$ cat src/rtl/load_store_unit_if.sv
// Request, response and data-memory signals of the load/store unit.
// slave is the unit itself; master is the datapath plus memory side.
interface load_store_unit_if;
  logic        req_valid;
  logic        req_ready;
  logic        req_we;
  logic [1:0]  req_size;
  logic        req_signed;
  logic [31:0] req_addr;
  logic [31:0] req_wdata;
  logic        resp_valid;
  logic [31:0] resp_rdata;
  logic        resp_err;
  logic [31:0] mem_addr;
  logic [31:0] mem_wdata;
  logic        mem_we;
  logic [31:0] mem_rdata;

  modport slave (
    input  req_valid, req_we, req_size, req_signed,
    input  req_addr, req_wdata, mem_rdata,
    output req_ready, resp_valid, resp_rdata, resp_err,
    output mem_addr, mem_wdata, mem_we
  );

  modport master (
    output req_valid, req_we, req_size, req_signed,
    output req_addr, req_wdata, mem_rdata,
    input  req_ready, resp_valid, resp_rdata, resp_err,
    input  mem_addr, mem_wdata, mem_we
  );
endinterface

$ cat src/rtl/load_store_unit.sv
// Memory-access stage: byte/half/word loads and stores to a
// big-endian word memory; sub-word stores are read-modify-write.
module load_store_unit #(
  parameter int unsigned MEM_BYTES = 64
) (
  input logic              CLK,
  input logic              Reset,
  load_store_unit_if.slave bus
);
  typedef enum logic [2:0] {
    IDLE, LOAD, RMW, WRITE, RESP
  } state_t;

  state_t      state, state_nx;
  logic [1:0]  size_q;
  logic [1:0]  off_q;
  logic        sgn_q;
  logic [15:0] wlo_q;

  logic        acc;
  logic        mis;
  logic        err;
  logic [2:0]  nbytes;
  logic [32:0] end_addr;
  logic [7:0]  b8;
  logic [15:0] h16;
  logic [31:0] ld_data;
  logic [31:0] st_mask;
  logic [31:0] st_data;
  logic [31:0] merged;

  assign bus.req_ready  = (state == IDLE);
  assign bus.resp_valid = (state == RESP);
  assign acc = bus.req_valid && (state == IDLE);

  always_comb begin
    nbytes = 3'd4;
    mis    = 1'b0;
    unique case (1'b1)
      bus.req_size == 2'b00: nbytes = 3'd1;
      bus.req_size == 2'b01: begin
        nbytes = 3'd2;
        mis    = bus.req_addr[0];
      end
      bus.req_size == 2'b10: mis = |bus.req_addr[1:0];
      default:               mis = 1'b1;
    endcase
  end

  // 33-bit sum so addresses near 2^32 cannot wrap into range
  assign end_addr = {1'b0, bus.req_addr} + {30'd0, nbytes};
  assign err = mis || (end_addr > 33'(MEM_BYTES));

  always_comb begin
    state_nx = state;
    unique case (state)
      IDLE: if (acc) begin
        if (err)                        state_nx = RESP;
        else if (!bus.req_we)           state_nx = LOAD;
        else if (bus.req_size == 2'b10) state_nx = WRITE;
        else                            state_nx = RMW;
      end
      LOAD:    state_nx = RESP;
      RMW:     state_nx = WRITE;
      WRITE:   state_nx = RESP;
      RESP:    state_nx = IDLE;
      default: state_nx = IDLE;
    endcase
  end

  always_ff @(posedge CLK or negedge Reset) begin
    if (!Reset) state <= IDLE;
    else        state <= state_nx;
  end

  always_comb begin
    b8 = bus.mem_rdata[31:24];
    unique case (off_q)
      2'd0: b8 = bus.mem_rdata[31:24];
      2'd1: b8 = bus.mem_rdata[23:16];
      2'd2: b8 = bus.mem_rdata[15:8];
      2'd3: b8 = bus.mem_rdata[7:0];
    endcase
    h16 = off_q[1] ? bus.mem_rdata[15:0]
                   : bus.mem_rdata[31:16];
  end

  always_comb begin
    ld_data = bus.mem_rdata;
    if (size_q == 2'b00)
      ld_data = {{24{sgn_q & b8[7]}}, b8};
    else if (size_q == 2'b01)
      ld_data = {{16{sgn_q & h16[15]}}, h16};
  end

  always_comb begin
    st_data = {2{wlo_q}};
    st_mask = off_q[1] ? 32'h0000_FFFF : 32'hFFFF_0000;
    if (size_q == 2'b00) begin
      st_data = {4{wlo_q[7:0]}};
      st_mask = 32'hFF00_0000 >> {off_q, 3'b000};
    end
    merged = (bus.mem_rdata & ~st_mask) | (st_data & st_mask);
  end

  always_ff @(posedge CLK or negedge Reset) begin
    if (!Reset) begin
      size_q         <= 2'b00;
      off_q          <= 2'b00;
      sgn_q          <= 1'b0;
      wlo_q          <= 16'd0;
      bus.mem_addr   <= 32'd0;
      bus.mem_wdata  <= 32'd0;
      bus.mem_we     <= 1'b0;
      bus.resp_rdata <= 32'd0;
      bus.resp_err   <= 1'b0;
    end else begin
      // registered so the negedge write sees a clean strobe
      bus.mem_we <= (state_nx == WRITE);
      unique case (state)
        IDLE: if (acc) begin
          size_q <= bus.req_size;
          off_q  <= bus.req_addr[1:0];
          sgn_q  <= bus.req_signed;
          wlo_q  <= bus.req_wdata[15:0];
          if (err) begin
            bus.resp_err   <= 1'b1;
            bus.resp_rdata <= 32'd0;
          end else begin
            bus.mem_addr <= {bus.req_addr[31:2], 2'b00};
            if (bus.req_we && bus.req_size == 2'b10)
              bus.mem_wdata <= bus.req_wdata;
          end
        end
        LOAD: begin
          bus.resp_rdata <= ld_data;
          bus.resp_err   <= 1'b0;
        end
        RMW: bus.mem_wdata <= merged;
        WRITE: begin
          bus.resp_rdata <= 32'd0;
          bus.resp_err   <= 1'b0;
        end
        default: ;
      endcase
    end
  end
endmodule

$ cat src/flat_wrapper.sv
// flat-port wrapper written by rule: the top's interface ports become plain ports
module load_store_unit_flat 
#(
  parameter int unsigned MEM_BYTES = 64
)
  (CLK, Reset, bus_req_valid, bus_req_we, bus_req_size, bus_req_signed, bus_req_addr, bus_req_wdata, bus_mem_rdata, bus_req_ready, bus_resp_valid, bus_resp_rdata, bus_resp_err, bus_mem_addr, bus_mem_wdata, bus_mem_we);
  load_store_unit_if bus_i ();
  input logic CLK;
  input logic Reset;
  input wire logic [$bits(bus_i.req_valid)-1:0] bus_req_valid;
  input wire logic [$bits(bus_i.req_we)-1:0] bus_req_we;
  input wire logic [$bits(bus_i.req_size)-1:0] bus_req_size;
  input wire logic [$bits(bus_i.req_signed)-1:0] bus_req_signed;
  input wire logic [$bits(bus_i.req_addr)-1:0] bus_req_addr;
  input wire logic [$bits(bus_i.req_wdata)-1:0] bus_req_wdata;
  input wire logic [$bits(bus_i.mem_rdata)-1:0] bus_mem_rdata;
  output wire logic [$bits(bus_i.req_ready)-1:0] bus_req_ready;
  output wire logic [$bits(bus_i.resp_valid)-1:0] bus_resp_valid;
  output wire logic [$bits(bus_i.resp_rdata)-1:0] bus_resp_rdata;
  output wire logic [$bits(bus_i.resp_err)-1:0] bus_resp_err;
  output wire logic [$bits(bus_i.mem_addr)-1:0] bus_mem_addr;
  output wire logic [$bits(bus_i.mem_wdata)-1:0] bus_mem_wdata;
  output wire logic [$bits(bus_i.mem_we)-1:0] bus_mem_we;
  assign bus_i.req_valid = bus_req_valid;
  assign bus_i.req_we = bus_req_we;
  assign bus_i.req_size = bus_req_size;
  assign bus_i.req_signed = bus_req_signed;
  assign bus_i.req_addr = bus_req_addr;
  assign bus_i.req_wdata = bus_req_wdata;
  assign bus_i.mem_rdata = bus_mem_rdata;
  assign bus_req_ready = bus_i.req_ready;
  assign bus_resp_valid = bus_i.resp_valid;
  assign bus_resp_rdata = bus_i.resp_rdata;
  assign bus_resp_err = bus_i.resp_err;
  assign bus_mem_addr = bus_i.mem_addr;
  assign bus_mem_wdata = bus_i.mem_wdata;
  assign bus_mem_we = bus_i.mem_we;
  load_store_unit #(.MEM_BYTES(MEM_BYTES)) u_core (.CLK(CLK), .Reset(Reset), .bus(bus_i));
endmodule
$ cat config.mk
export PLATFORM = sky130hd
export DESIGN_NAME = load_store_unit_flat
export DESIGN_NICKNAME = d
export VERILOG_FILES = /design/src/rtl/load_store_unit_if.sv /design/src/rtl/load_store_unit.sv /design/src/flat_wrapper.sv
export SDC_FILE = /design/constraint.sdc
export NUM_CORES = 1
export LEC_CHECK = 0
export ABC_AREA = 1
export ABC_CLOCK_PERIOD_IN_PS = 1990
export BUFFER_PORTS_ARGS = -buffer_cell sky130_fd_sc_hd__buf_2
export CAP_MARGIN = 25
export CORE_ASPECT_RATIO = 1.1
export CORE_MARGIN = 3
export CORE_UTILIZATION = 48
export CTS_CLUSTER_DIAMETER = 150
export DETAILED_ROUTE_END_ITERATION = 16
export PLACE_DENSITY = 0.77
export SLEW_MARGIN = 15
export SYNTH_ARGS = -nofsm -noshare
export SYNTH_HDL_FRONTEND = slang
export SYNTH_SLANG_ARGS = --single-unit
$ cat constraint.sdc
create_clock -name CLK -period 1.99 [get_ports CLK]
set_input_delay 0.597 -clock CLK [delete_from_list [all_inputs] [get_ports CLK]]
set_output_delay 0.597 -clock CLK [all_outputs]
set_load 0.005 [all_outputs]
==> results of run 1 <==
==> power breakdown <==
group / internal, mW / total (mW) / switching (mW)
Combinational: 0.707 / 1.64 / 0.930
Clock: 1.91 / 3.14 / 1.22
Sequential: 2.67 / 2.87 / 0.199
Total: 5.29 / 7.64 / 2.35
==> metrics by stage <==
step / power, mW / cells / util, % / hold slack, ns / setup TNS, ns
5_1_grt: 7.95 / 1521 / 72.1 / 0.165 / -83.91
6_report: 7.64 / 1522 / 72.1 / 0.144 / -73.06
3_3_place_gp: 4.37 / 1467 / 63.2 / 0.465 / -107.34
3_5_place_dp: 4.40 / 1467 / 63.2 / 0.474 / -112.53
2_1_floorplan: 3.61 / 1017 / - / 0.301 / -73.46
4_1_cts: 7.54 / 1504 / 68.2 / 0.153 / -62.12
==> logic make-up after synthesis <==
family          count (synthesis)  share of synthesized area [%]
mux                             8                           1.08
compound gates                193                           14.1
flops                         120                           40.7
simple gates                  520                           33.1
buf+inv                       165                           9.62
fa+ha+maj                       4                          0.779
xor+xnor                        5                          0.593
other cells                     1                         0.0508
==> sequential cells by signal, summed over array words and instances, names as in the netlist <==
signal,flops
u_core.bus.resp_rdata,32
u_core.bus.resp_err,1
u_core.size_q,2
u_core.sgn_q,1
u_core.bus.mem_wdata,32
u_core.off_q,2
u_core.bus.mem_addr,30
u_core.bus.mem_we,1
u_core.state,3
u_core.wlo_q,16
==> worst min path at each step <==
stage	from	to	slack (ns)
3_5_place_dp	u_core.wlo_q[15]	u_core.wlo_q[15]	0.47
3_3_place_gp	u_core.wlo_q[15]	u_core.wlo_q[15]	0.47
4_1_cts	Reset	u_core.bus.mem_we	0.15
2_1_floorplan	Reset	u_core.bus.mem_addr[10]	0.30
5_1_grt	Reset	u_core.bus.mem_wdata[31]	0.17
6_report	Reset	u_core.bus.mem_we	0.14
==> cell type report <==
type	instances	area, sq um	area share, %
clock inverters	14	165	1.55
clock buffers	18	439	4.13
repair inverters	3	48.8	0.459
well taps	192	240	2.26
inverters	116	462	4.35
repair buffers	325	2180	20.5
flip-flops and latches	120	3000	28.3
multi-input cells	733	4090	38.5
diodes	1	2.50	0.0236
==> timing repair <==
item	in CTS	in global routing
resized for setup	20	88
pin swaps	8	44
gates cloned	2	6
endpoints found under the hold margin	0	0
setup buffers	3	11
endpoints found under the setup margin	99	99
==> metal layers <==
| metal | part of all wire, % | wire length, um | GRT usage (%) | up-vias |
|---|---|---|---|---|
| li1 | - | - | - | 3942 |
| met1 | 40 | 10200 | 35.8 | 3840 |
| met2 | 49 | 12500 | 47.3 | 418 |
| met3 | 8.3 | 2130 | 7.07 | 72 |
| met4 | 3.2 | 821 | 10.7 | 2 |
| met5 | 0.051 | 13 | 0 | - |
==> cells in the final DEF (no fill, tap or decap), types with 23 or more instances in the layout <==
master   synthesis  final
a21oi_1         51     50
buf_2            2    197
buf_4            7    106
dfrtp_1        120    120
inv_1          112    111
nand2_1        254    242
nand3_1         98     64
nand3_2          6     38
nand4_1         38     38
nor2_1          74     55
nor2_2          16     23
o21ai_0        114    105
==> critical path, delay by kind of cell <==
| family | cells | cell delay [ns] |
|---|---|---|
| AND/OR/NAND/NOR | 13 | 1.47 |
| adder cells (fa/ha/maj) | 2 | 0.56 |
| buffers and inverters | 2 | 0.35 |
| AO/OA/AOI/OAI | 1 | 0.11 |
==> impl_results.md, run 1 <==
* Cell area after synthesis at 7380 sq um
* R2r setup slk at -0.13 ns
* Synth top area cells: dfrtp_1, nand2_1, o21ai_0, nand3_1, inv_1
* Die area at 16900 sq um
* TritonCTS clock tree: built
* Status: finished, violations left
* Clk pin slew, worst setup/hold paths at 0.06 ns
* Starting density of the core at 50.1%
* Post-route cell area at 10600 sq um
* CP max stage cell: fa_2
* Io pins at 203
* Final worst setup slack at -0.810 ns
* GRT Overall Usage at 28.4%
* Count of input and output buffers at 200
* Later-pin clock latency in the skew report at 0.42 ns
* WL/cell at 16.9 um
* Layout fillers at 1191
* Hold Buf Count CTS at 0
* Worst EP required at 2.29 ns
* Final Skew at 0.00965 ns
* Net count, final at 1423
* Peak VDD IR at 0.602 mV
* Vias per inst at 5.44
* Ys async rst share at 100%
* Setup crit start: bus_req_size[1]
* Cell taking the most area after synthesis: dfrtp_1
* Final wirelength at 25.7 mm
* Remaining DRCs at 0
* Htree depth at 4
* Total congestion overflow at 0
* Fin crit share at 141%
* Die W at 124 um
* Slew Limit Fails at 0
* Die height at 136 um
* Number of global-route vias before repair at 7763
* Failing checks: negative setup slack
* Final hold vios at 0
* P per Cell Area at 719 nW/um^2
* Dpl cell area at 9310 sq um
* Crit-path cells: buf_8 -> nor2_4 -> ha_4 -> fa_2 -> or2_4 -> a21oi_2 -> nand3_1 -> nor2_1 -> nand2_1 -> nand2_2 -> nand2_2 -> nor2_4 -> nand3_4 -> nor2_8 -> nand3_4 -> clkbuf_16 -> nand3_2 -> nand2_1
* Yosys warns at 0
* Final min period at 2.80 ns
* First-pass GRT wire length at 38.7 mm
* CP max FO at 8
* RR Startpoint: u_core.size_q[1]
* Antenna violations before repair at 1
* Top-count cell post-synth: nand2_1
* Post-synthesis instance total at 1016
* Setup crit end kind: flop
* Max Freq at 357 MHz
* Remaining antenna violation count at 0
* Pin count of the biggest net entering global routing at 36
* Register area share after synthesis at 40.7%
* Top FF cell, synth: dfrtp_1
* Setup violators final at 99
* Clock Path Buffers at 2
* Max-cap viol count at 0
* Synth cell types at 43
* RSZ-0062 raised after global routing: yes
* Crit path DAT at 3.10 ns
* HP Class: input port to async pin
* Leak pwr at 5.73 nW
* Dpl ws at -1.20 ns
* Kind of critical path: input port to flop
* Top cell type's share of synthesized area at 40.7%
* RR Endpoint: u_core.bus.mem_wdata[11]
* Critical Path Sink: u_core.bus.mem_wdata[24]
* EDFF count, synth at 0
* Vias at 8274
* Synth cell count leaders: nand2_1, dfrtp_1, o21ai_0, inv_1, nand3_1
* Clock sink total at 120
* FF-to-FF path depth at 8
* Row cnt at 46
* Area Growth Syn to Fin at 43.9%
* Worst path max stage delay at 0.42 ns
* Gpl congestion at 0.919
* Layout cell share with drive strength beyond 1 at 36.6%
* Core area at 14700 sq um
* Least-Margin Pin Slew at 0.923 ns
* CTS Root Buffer Type: clkbuf_16
* Router iterations before antenna repair at 6
* HPWL Detailed at 18.9 mm
* CP startpoint kind: input port
* Iter 0 DRT Violations at 914
* Synth Register Bits at 120
* CTS buffer count at 17
* Worst slew margin at 38.1%
* Avg Cell Area, Syn at 7.27 sq um
Power figures use the tool's default switching activity.
==> run 2, diff against run 1 <==
CORE_ASPECT_RATIO = 1.2   (was 1.1)
==> impl_results.md, run 2 (synthesized netlist as in run 1, its figures left out) <==
* Io pins at 203
* TritonCTS clock tree: built
* Later-pin clock latency in the skew report at 0.42 ns
* Die height at 142 um
* Vias at 8336
* CTS Root Buffer Type: clkbuf_16
* Layout cell share with drive strength beyond 1 at 35.4%
* Dpl cell area at 9300 sq um
* CP max stage cell: fa_2
* Final wirelength at 26.0 mm
* Core area at 15000 sq um
* Internal at 5.27 mW
* Layout fillers at 1205
* P per Cell Area at 723 nW/um^2
* Remaining DRCs at 0
* CP startpoint kind: input port
* Biggest regs: u_core.bus.mem_wdata x32, u_core.bus.resp_rdata x32, u_core.bus.mem_addr x30
* Worst path max stage delay at 0.43 ns
* Starting density of the core at 49.2%
* Net count, final at 1419
* Htree depth at 4
* First-pass GRT wire length at 39.3 mm
* Pin count of the biggest net entering global routing at 35
* Max Freq at 358 MHz
* Combinational group share of total power at 21.8%
* WL/cell at 17.0 um
* Status: finished, violations left
* Layout Cells excl Fill at 1530
* Setup crit start: bus_req_size[1]
* Slew Limit Fails at 0
* Remaining antenna violation count at 0
* Fin crit share at 141%
* RR Startpoint: u_core.state[1]
* Seq pwr share at 37.2%
* Setup violators final at 99
* CTS buffer count at 17
* Met1 track demand over resource at 34.8%
* Crit-path cells: buf_8 -> nor2_4 -> ha_4 -> fa_2 -> or2_4 -> a21oi_2 -> nand3_1 -> nor2_1 -> nand2_1 -> nand2_2 -> nand2_2 -> nor2_4 -> nand3_4 -> buf_6 -> nor2_8 -> buf_4 -> nand2_8 -> nand2_1 -> o21ai_2
* Count of input and output buffers at 200
* Die W at 119 um
* Total congestion overflow at 0
* WHS at 0.132 ns
* Iter 0 DRT Violations at 883
* Clk pwr share at 41.0%
* Switching power at 2.35 mW
* Worst EP required at 2.29 ns
* Most common cell after layout, fill and taps aside: nand2_1
* Top delay family on crit path: simple AND/OR/NAND/NOR gates
* Antenna violations before repair at 5
* Clock Path Buffers at 2
* Row cnt at 49
* HP Class: input port to async pin
* Clk pin slew, worst setup/hold paths at 0.06 ns
* Layer with the highest usage: met2
* Setup crit end kind: flop
* GRT Overall Usage at 29.1%
* Worst path depth at 19
* Post-route cell area at 10500 sq um
* Gpl congestion at 0.998
* WP buf/inv at 3
* Met2 Use GR at 49.2%
* Final min period at 2.80 ns
* Fin util at 70.1%
* Area Growth Syn to Fin at 42.6%
* Final hold vios at 0
* Crit path DAT at 3.10 ns
* HPWL Detailed at 18.6 mm
* Pwr Total at 7.61 mW
* Max-cap viol count at 0
* Number of global-route vias before repair at 7897
* Die area at 16900 sq um
* Failing checks: negative setup slack
* Most frequent cells in the layout: nand2_1, buf_2, dfrtp_1, inv_1, o21ai_0
* CP max FO at 4
* Leak pwr at 5.52 nW
* Vias per inst at 5.45
* Worst slew margin at 59.8%
* Final worst setup slack at -0.807 ns
* Kind of critical path: input port to flop
* Net Sw Frac at 30.8%
* Peak VDD IR at 0.549 mV
* Hold Buf Count CTS at 0
* Global routing usage on met3 at 6.26%
* FF-to-FF path depth at 10
* Router iterations before antenna repair at 5
* RSZ-0062 raised after global routing: yes
* Clock sink total at 120
* Final Skew at 0.00680 ns
* Least-Margin Pin Slew at 0.604 ns
* Cells after DPL at 1476
run 2: cell count changes in the layout (fill, tap and decap cells not counted), sizes merged:
cell | previous run | this run
clkinv | 11 | 6
clkinvlp | 1 | 2
buf | 322 | 319
clkbuf | 21 | 20
inv | 119 | 123
run 2: metal layers:
metal  part of all wire, %  vias to the layer above
met4                   4.7                        8
met2                    51                      452
met3                   8.2                      108
met5                  0.20                        -
met1                    36                     3833
li1                      -                     3935
run 2: path summary, 6_finish.rpt:
path / slack (ns) / to
min in group CLK: 0.37 / u_core.sgn_q
max reg2reg: -0.23 / u_core.bus.resp_rdata[1]
min: 0.13 / u_core.bus.mem_wdata[31]
max: -0.81 / u_core.bus.mem_addr[6]
max in group asynchronous: 1.31 / u_core.bus.resp_rdata[17]
min reg2reg: 0.49 / u_core.bus.mem_addr[14]
run 2: layout make-up:
type | count | area (sq um) | area share (%)
Timing Repair inverter | 2 | 27.5 | 0.261
Tap cell | 204 | 255 | 2.42
Timing Repair Buffer | 322 | 2190 | 20.8
Sequential cell | 120 | 3000 | 28.5
Antenna cell | 1 | 2.50 | 0.0238
Multi-Input combinational cell | 733 | 3990 | 37.9
Inverter | 116 | 462 | 4.39
Clock inverter | 15 | 166 | 1.58
Clock buffer | 17 | 425 | 4.04
run 2: timing repair:
action                                 4_1_cts  5_1_grt
setup buffers                                6        7
gates cloned                                 2        7
resized for setup                           36       46
setup endpoints to repair                   99      100
pin swaps                                   19       22
endpoints found under the hold margin        0        0
run 2: through the flow:
stage | setup slack (ns) | TNS, ns
after global placement | -1.20 | -114.47
final | -0.807 | -71.25
after CTS | -0.718 | -62.72
after floorplan | -0.795 | -73.46
after global routing | -0.950 | -85.38
after detailed placement | -1.28 | -120.92
run 2: power by group through the flow:
stage          clock network [mW]  logic (mW)  registers [mW]
5_1_grt                      3.25        1.84            2.85
4_1_cts                      3.13        1.59            2.83
2_1_floorplan                   0       0.761            2.85
6_report                     3.12        1.66            2.83
3_3_place_gp                    0        1.50            2.87
3_5_place_dp                    0        1.53            2.87
==> run 3, diff against run 2 <==
CORE_ASPECT_RATIO = 1.4   (was 1.2)
==> impl_results.md, run 3 (synthesized netlist as in run 1, its figures left out) <==
* Status: finished, violations left
* Failing checks: negative setup slack
* CP max FO at 8
* First-pass GRT wire length at 40.2 mm
* Worst slew margin at 62.0%
* Die height at 153 um
* Global routing usage on met3 at 5.32%
* Cells after DPL at 1462
* Vias per inst at 5.56
* Later-pin clock latency in the skew report at 0.42 ns
* Pwr Total at 7.85 mW
* Number of global-route vias before repair at 8018
* Peak VDD IR at 0.689 mV
* Gpl congestion at 0.952
* Core area at 15100 sq um
* Net count, final at 1421
* Hold Buf Count CTS at 0
* Dpl ws at -1.18 ns
* Clock sink total at 120
* Starting density of the core at 49.1%
* Setup crit end kind: flop
* Setup violators final at 99
* Final worst setup slack at -0.763 ns
* RSZ-0062 raised after global routing: yes
* Clock Path Buffers at 2
* Max-cap viol count at 0
* Multi-input gate area at 4120 sq um
* Most common cell after layout, fill and taps aside: nand2_1
* GRT Overall Usage at 29.2%
* Final Skew at 0.0113 ns
* Layout Cells excl Fill at 1520
* Fin util at 71.3%
* Die W at 111 um
* Final min period at 2.75 ns
* Vias at 8454
* Count of input and output buffers at 200
* CP startpoint kind: input port
* Total congestion overflow at 0
* WHS at 0.0910 ns
* Pin count of the biggest net entering global routing at 52
* Leak pwr at 5.67 nW
* Router iterations before antenna repair at 5
* Remaining DRCs at 0
* TritonCTS clock tree: built
* WL/cell at 17.9 um
* Reg area at 3000 sq um
* Most frequent cells in the layout: nand2_1, buf_2, dfrtp_1, inv_1, o21ai_0
* Max Freq at 363 MHz
* Met2 Use GR at 50.4%
* Iter 0 DRT Violations at 885
* Slew Limit Fails at 0
* Fin crit share at 138%
* CTS Root Buffer Type: clkbuf_16
* P per Cell Area at 732 nW/um^2
* Least-Margin Pin Slew at 0.571 ns
* Met1 track demand over resource at 34.4%
* Worst EP required at 2.29 ns
* HP Class: input port to async pin
* Final hold vios at 0
* Biggest regs: u_core.bus.mem_wdata x32, u_core.bus.resp_rdata x32, u_core.bus.mem_addr x30
* Crit path DAT at 3.05 ns
* Remaining antenna violation count at 0
* CTS buffer count at 17
* Io pins at 203
* Antenna violations before repair at 2
* Final wirelength at 27.2 mm
* Layout fillers at 1209
* Row cnt at 53
* Area Growth Syn to Fin at 45.3%
* Layer with the highest usage: met2
* Die area at 16900 sq um
* HPWL Detailed at 18.8 mm
* Kind of critical path: input port to flop
* Clk pin slew, worst setup/hold paths at 0.07 ns
* Htree depth at 4
* Layout cell share with drive strength beyond 1 at 37.7%
run 3: layer usage:
metal / share of wire, % / vias to the layer above
li1: - / 3954
met1: 36 / 3931
met2: 51 / 455
met3: 7.2 / 112
met4: 5.6 / 2
met5: 0.040 / -
run 3: area by class of cell:
| class | instances | share of cell area, % |
|---|---|---|
| inverter | 116 | 4.17 |
| antenna | 1 | 0.0233 |
| timing repair buffer | 323 | 20.9 |
| clock buffer | 18 | 4.00 |
| sequential | 120 | 28.0 |
| tap | 192 | 2.24 |
| multi-input combinational | 733 | 38.4 |
| timing repair inverter | 3 | 0.455 |
| clock inverter | 14 | 1.84 |
run 3: through the flow:
step	setup TNS [ns]	instance area (sq um)
finish	-69.85	10700
global route	-80.60	10700
CTS	-60.54	10100
detailed placement	-111.87	9270
global placement	-104.96	9270
floorplan	-73.46	7420
run 3: path summary, 6_finish.rpt:
path                                         from                        end  slack [ns]  cells after the start
max                               bus_req_size[1]   u_core.bus.mem_wdata[25]       -0.76                     18
min                                         Reset           u_core.wlo_q[12]        0.09                      1
max reg2reg                       u_core.state[1]  u_core.bus.resp_rdata[13]       -0.02                     10
min reg2reg                u_core.bus.mem_addr[3]     u_core.bus.mem_addr[3]        0.48                      2
max in group asynchronous                   Reset    u_core.bus.mem_addr[17]        1.30                      2
min in group CLK                   bus_req_signed               u_core.sgn_q        0.40                      3
run 3: timing repair:
item                       in CTS  in global routing
cloned                          4                  9
pin swaps                       3                 39
resized for setup              39                 78
setup endpoints to repair      99                100
setup buffers                   3                  9
run 3: critical path: stages:
cell	delay [ns]
buf_8	0.11
nor2_4	0.12
ha_4	0.15
fa_2	0.43
or2_4	0.23
a21oi_2	0.10
nand3_1	0.10
nor2_1	0.11
nand2_1	0.07
nand2_1	0.06
nand2_1	0.06
nor2_2	0.12
nand3_4	0.14
nor2_8	0.16
nand3_4	0.16
clkbuf_16	0.22
nand3_1	0.07
nand2_1	0.06
run 3: report_power, final:
group          internal (mW)  leakage [nW]  switching [mW]
clock network           2.10         0.301            1.19
logic                  0.736          3.97           0.969
registers               2.67          1.40           0.184
total                   5.51          5.67            2.34
